**config.mk**
```make
export PLATFORM = sky130hd
export DESIGN_NAME = led_arbiter
export DESIGN_NICKNAME = d
export VERILOG_FILES = /design/src/rtl/led_pkg.sv /design/src/rtl/led_arbiter_rr_pick.sv /design/src/rtl/led_arbiter.sv
export SDC_FILE = /design/constraint.sdc
export NUM_CORES = 1
export LEC_CHECK = 0
export CAP_MARGIN = 40
export CORE_ASPECT_RATIO = 1.5
export CORE_UTILIZATION = 46
export CTS_BUF_LIST = sky130_fd_sc_hd__clkbuf_2 sky130_fd_sc_hd__clkbuf_4 sky130_fd_sc_hd__clkbuf_8
export DETAILED_ROUTE_END_ITERATION = 10
export GPL_TIMING_DRIVEN = 0
export PLACE_DENSITY = 0.77
export SKIP_CTS_REPAIR_TIMING = 1
export SLEW_MARGIN = 20
export SYNTH_ARGS = -nofsm -noshare
export SYNTH_HDL_FRONTEND = slang
export SYNTH_SLANG_ARGS = --single-unit
export TNS_END_PERCENT = 30
```
**constraint.sdc**
```tcl
create_clock -name clk -period 3.6 [get_ports clk]
set_input_delay 0.54 -clock clk [delete_from_list [all_inputs] [get_ports clk]]
set_output_delay 0.54 -clock clk [all_outputs]
set_load 0.03 [all_outputs]
```
**src/rtl/led_pkg.sv**
```systemverilog
// Shared types and default sizing for the LED bank arbiter.
package led_pkg;

    typedef enum logic {
        IDLE = 1'b0,
        OWN  = 1'b1
    } state_e;

    localparam int LED_NREQ  = 4;
    localparam int LED_WIDTH = 8;
    localparam int LED_DWELL = 16;

endpackage

```
**src/rtl/led_arbiter_rr_pick.sv**
```systemverilog
// Combinational round-robin picker: first set bit of (req & mask)
// searching upward from a start index, with wrap.
module rr_pick
    import led_pkg::*;
#(
    parameter int NREQ = LED_NREQ
) (
    input  logic [NREQ-1:0]         req_i,
    input  logic [NREQ-1:0]         mask_i,
    input  logic [$clog2(NREQ)-1:0] start_i,
    output logic [NREQ-1:0]         pick_o,
    output logic                    valid_o
);

    localparam int PW = $clog2(NREQ);

    logic [NREQ-1:0] eff;
    logic [PW-1:0]   idx;

    assign eff = req_i & mask_i;

    always_comb begin
        pick_o  = '0;
        valid_o = 1'b0;
        idx     = '0;
        for (int i = 0; i < NREQ; i++) begin
            idx = PW'((int'(start_i) + i) % NREQ);
            if (!valid_o && eff[idx]) begin
                pick_o[idx] = 1'b1;
                valid_o     = 1'b1;
            end
        end
    end

endmodule

```
**src/rtl/led_arbiter.sv**
```systemverilog
// Round-robin owner of the LED bank with per-grant tick dwell.
// Define LED_ARB_PRIORITY_EN to let requester 0 preempt other owners.
module led_arbiter
    import led_pkg::*;
#(
    parameter int NREQ  = LED_NREQ,
    parameter int WIDTH = LED_WIDTH,
    parameter int DWELL = LED_DWELL
) (
    input  logic                  clk,
    input  logic                  rstn,
    input  logic                  tick,
    input  logic [NREQ-1:0]       req,
    input  logic [NREQ*WIDTH-1:0] data,
    output logic [NREQ-1:0]       grant,
    output logic [WIDTH-1:0]      leds,
    output logic                  busy
);

    localparam int PW = $clog2(NREQ);
    localparam int CW = $clog2(DWELL + 1);

    state_e            state_q, state_d;
    logic [PW-1:0]     ptr_q, ptr_d;
    logic [CW-1:0]     cnt_q, cnt_d;
    logic [NREQ-1:0]   grant_q, grant_d;
    logic [WIDTH-1:0]  leds_q, leds_d;
    logic              busy_q;

    logic [PW-1:0]     owner;
    logic [PW-1:0]     next_ptr;
    logic [PW-1:0]     pick_idx;
    logic [WIDTH-1:0]  own_data;
    logic [WIDTH-1:0]  pick_data;
    logic              drop;
    logic              expire;
    logic              rel;
    logic              preempt;
    logic [PW-1:0]     pk_start;
    logic [NREQ-1:0]   pk_mask;
    logic [NREQ-1:0]   pick;
    logic              pick_vld;

    always_comb begin
        owner    = '0;
        pick_idx = '0;
        for (int i = 0; i < NREQ; i++) begin
            if (grant_q[i]) owner = PW'(i);
            if (pick[i])    pick_idx = PW'(i);
        end
    end

    assign next_ptr  = (owner == PW'(NREQ - 1)) ? '0 : owner + 1'b1;
    assign own_data  = data[owner*WIDTH +: WIDTH];
    assign pick_data = data[pick_idx*WIDTH +: WIDTH];

    assign drop   = (state_q == OWN) && !req[owner];
    assign expire = tick && (cnt_q == CW'(DWELL - 1));
    assign rel    = drop || expire;

`ifdef LED_ARB_PRIORITY_EN
    assign preempt = (state_q == OWN) && req[0] && !grant_q[0];
`else
    assign preempt = 1'b0;
`endif

    // One picker serves both the idle grant and the release handover.
    assign pk_start = (state_q == OWN) ? next_ptr : ptr_q;
    assign pk_mask  = drop ? ~grant_q : '1;

    rr_pick #(
        .NREQ(NREQ)
    ) u_pick (
        .req_i  (req),
        .mask_i (pk_mask),
        .start_i(pk_start),
        .pick_o (pick),
        .valid_o(pick_vld)
    );

    always_comb begin
        state_d = state_q;
        ptr_d   = ptr_q;
        cnt_d   = cnt_q;
        grant_d = grant_q;
        leds_d  = leds_q;
        unique case (state_q)
            IDLE: begin
                grant_d = '0;
                leds_d  = '0;
                if (pick_vld) begin
                    state_d = OWN;
                    grant_d = pick;
                    leds_d  = pick_data;
                    cnt_d   = '0;
                end
            end
            OWN: begin
                if (preempt) begin
                    grant_d = NREQ'(1);
                    leds_d  = data[0 +: WIDTH];
                    cnt_d   = '0;
                end else if (rel) begin
                    ptr_d = next_ptr;
                    cnt_d = '0;
                    if (pick_vld) begin
                        grant_d = pick;
                        leds_d  = pick_data;
                    end else begin
                        state_d = IDLE;
                        grant_d = '0;
                        leds_d  = '0;
                    end
                end else begin
                    leds_d = own_data;
                    if (tick) cnt_d = cnt_q + 1'b1;
                end
            end
            default: state_d = IDLE;
        endcase
    end

    always_ff @(posedge clk) begin
        if (!rstn) begin
            state_q <= IDLE;
            ptr_q   <= '0;
            cnt_q   <= '0;
            grant_q <= '0;
            leds_q  <= '0;
            busy_q  <= 1'b0;
        end else begin
            state_q <= state_d;
            ptr_q   <= ptr_d;
            cnt_q   <= cnt_d;
            grant_q <= grant_d;
            leds_q  <= leds_d;
            busy_q  <= |grant_d;
        end
    end

    assign grant = grant_q;
    assign leds  = leds_q;
    assign busy  = busy_q;

endmodule

```
==> flow_summary.ini, run 1 <==
[cts]
clk_latency_ns = 0.27
cts.path.max_buffers = 2
htreeDepth = 1
root_buffer = clkbuf_8
clock_sinks = 21
cts_tree = yes
clk_pin_slew_worst_paths_ns = 0.08
cts_inserted_buffers = 3

[logic_synthesis]
synth.most_common_cell = nor2_1
yosys_warnings = 0
synth_top_area_cell = dfxtp_1
synth_seq_area_share = 0.200
synthTopCellsByArea = dfxtp_1 20%, nor2_1 8.2%, a211oi_1 6.1%
async_reset_ff_frac = 0
synth.ff_latch_count = 21
postSynthCellCount = 265
syn-num-nets = 313
synth_cell_types = 65
synth_flop_cell = dfxtp_1
ys_top_cells_by_count = 46 x nor2_1, 21 x dfxtp_1, 17 x a211oi_1
syn_area_per_cell_sq_um = 7.93
synth_top_area_share = 0.200
synth_edf_count = 0
synth_area_sq_um = 2100

[timing]
rsz0062_at_grt = false
slew_headroom = 0.557
slew_viol_final = 0
clock.fmax_ghz = 0.292
period_minus_slack_ns = 3.43
tns_ns = 0
fin_ws_ns = 0.172
fin_crit_sh = 0.952
worst_pin_slew_ns = 0.658
hold_viol_final = 0
holdWs_ns = 0.481
skew_ns = 0.00108
setup_viol = 0

[finish]
drive_gt1_frac = 0.138
n_antenna_cell = 0
fin_nets = 375
fillCellCount = 377
area_growth_syn_to_layout_pct = 33.8
multi_input_area_sq_um = 1580
seq_area_sq_um = 420

[route]
drtIter0Drc = 141
ant_nets = 0
routed_wl_microns = 6050
vias = 2292
drc = 3
avgRoutedWirePerCell_microns = 16.3
drtPass1Iterations = 7
viasPerCell = 6.16

[min_path]
hold_path_depth = 2
hold_path_end = ptr_q[0]
holdCritStartpoint = ptr_q[0]
min_path_type = register to register

[critical_path]
r2r-start = grant[3]
r2r_slack_ns = 0.17
start_kind = register
cp-end-kind = register
r2r_cells = 14
arrival_ns = 3.65
worstPathMaxFanout = 10
r2r-end = leds[6]
crit_type = register to register
required_ns = 3.82
crit_path_start = grant[3]

[power_and_ir_drop]
p_total_mw = 2.31
leakage_nw = 1.05
vdd_drop_max_v = 0.000389
power.density_nw_per_um2 = 821

[die]
coreArea_sq_um = 4320
num_rows = 29
die_h_microns = 84.8
die_x_microns = 57.2
initial_core_util = 0.487
dieArea_sq_um = 4850
pin_count = 52

[run_status]
violations = design-rule violations
outcome = finished with violations

[grt]
grt_pass1_vias = 2188
grt_usage = 0.255
grt_max_degree = 13
overflow = 0
antenna_found_initial = 0
grt_pass1_wl_microns = 9840

[placed_design]
pre_cts_ws_ns = -0.0462
numPortBuffers = 51
dp_hpwl_microns = 4510
gp_congestion = 0.891

[job]
drv_cap = 0
-- where the power goes --
group	internal [mW]	switching, mW	leakage (nW)
Sequential	0.294	0.0354	0.173
Clock	0.0775	0.0868	0.0255
Combinational	0.789	1.02	0.856
-- sequential cells by signal, indices dropped and copies added (netlist names) --
name / count
busy: 1
cnt_q: 5
grant: 4
leds: 8
ptr_q: 2
state_q: 1
-- per-stage QoR --
step	instances	utilization	cell area [sq um]
2_1_floorplan	265	-	2100
3_3_place_gp	362	0.618	2670
3_5_place_dp	362	0.618	2670
4_1_cts	366	0.629	2720
5_1_grt	372	0.651	2810
6_report	372	0.651	2810
-- area by class of cell --
cell class / count / area share
clock inverters: 1 / 0.00178
inverters: 15 / 0.0205
multi-input cells: 211 / 0.561
flip-flops and latches: 21 / 0.150
clock buffers: 3 / 0.0147
repair buffers: 57 / 0.198
plain buffers: 18 / 0.0347
well taps: 46 / 0.0205
-- metal layers --
metal  share of wire  GRT usage
met5               0          0
met4           0.020     0.0843
met3           0.039     0.0247
met2            0.53      0.486
met1            0.41      0.286
-- critical path: stages (launching register included) --
cell       delay (ns)
dfxtp_1          0.36
buf_2            0.21
o21ba_2          0.20
mux2i_4          0.25
ha_4             0.28
inv_1            0.11
a211oi_2         0.06
a221oi_4         0.37
a21boi_2         0.12
a311oi_4         0.32
buf_4            0.20
a2bb2oi_4        0.21
nand3_2          0.20
o221ai_1         0.27
o311a_1          0.19
-- cell usage in the layout (no fill, tap or decap), types with 3 or more instances in the layout --
master | synthesis | routed
ha_1 | 9 | 8
o21a_1 | 3 | 3
a211oi_1 | 17 | 16
clkdlybuf4s50_1 | 0 | 51
dfxtp_1 | 21 | 21
nand3b_1 | 3 | 3
buf_2 | 3 | 3
nand2_1 | 7 | 7
nand3_1 | 6 | 6
o311a_1 | 8 | 8
mux2i_1 | 4 | 4
a21oi_1 | 14 | 14
buf_4 | 1 | 7
clkbuf_1 | 10 | 10
o221ai_1 | 8 | 8
nor2b_1 | 13 | 12
o21ai_0 | 3 | 3
nor3_1 | 5 | 5
inv_1 | 13 | 13
nor2_1 | 46 | 46
clkbuf_8 | 0 | 3
nand4_1 | 3 | 3
a21boi_0 | 4 | 4
buf_6 | 3 | 3
a31oi_1 | 8 | 8
-- cells by family after synthesis --
logic type               count (synthesis)  synth area share
AO/OA/AOI/OAI                           98             0.403
buffers and inverters                   33            0.0738
adder cells (fa/ha/maj)                  9            0.0536
flip-flops                              21             0.200
AND/OR/NAND/NOR                         98             0.235
multiplexers                             6            0.0351
-- how the worst max path moves through the flow --
stage,depth (start not counted),slack (ns),endpoint
after CTS,14,-0.07,leds[4]
after floorplan,14,0.07,leds[0]
after global placement,14,-0.06,leds[6]
final,14,0.17,leds[6]
after detailed placement,14,-0.05,leds[6]
after global routing,14,0.05,leds[4]
Note: power is estimated with default switching activity, not from simulation.
==> inputs of run 2 (changes only) <==
--- a/config.mk
+++ b/config.mk
@@ -9,11 +9,11 @@
 export CORE_ASPECT_RATIO = 1.5
 export CORE_UTILIZATION = 46
 export CTS_BUF_LIST = sky130_fd_sc_hd__clkbuf_2 sky130_fd_sc_hd__clkbuf_4 sky130_fd_sc_hd__clkbuf_8
+export CTS_CLUSTER_DIAMETER = 120
 export DETAILED_ROUTE_END_ITERATION = 10
 export GPL_TIMING_DRIVEN = 0
 export PLACE_DENSITY = 0.77
 export SKIP_CTS_REPAIR_TIMING = 1
-export SLEW_MARGIN = 20
 export SYNTH_ARGS = -nofsm -noshare
 export SYNTH_HDL_FRONTEND = slang
 export SYNTH_SLANG_ARGS = --single-unit
==> results of run 2 <==
No change in the layout: final DEF, timing and power equal those of run 1.
==> inputs of run 3 (changes only) <==
--- a/config.mk
+++ b/config.mk
@@ -10,6 +10,7 @@
 export CORE_UTILIZATION = 46
 export CTS_BUF_LIST = sky130_fd_sc_hd__clkbuf_2 sky130_fd_sc_hd__clkbuf_4 sky130_fd_sc_hd__clkbuf_8
 export CTS_CLUSTER_DIAMETER = 120
+export CTS_CLUSTER_SIZE = 40
 export DETAILED_ROUTE_END_ITERATION = 10
 export GPL_TIMING_DRIVEN = 0
 export PLACE_DENSITY = 0.77
==> results of run 3 <==
No change in the layout: final DEF, timing and power equal those of run 1.
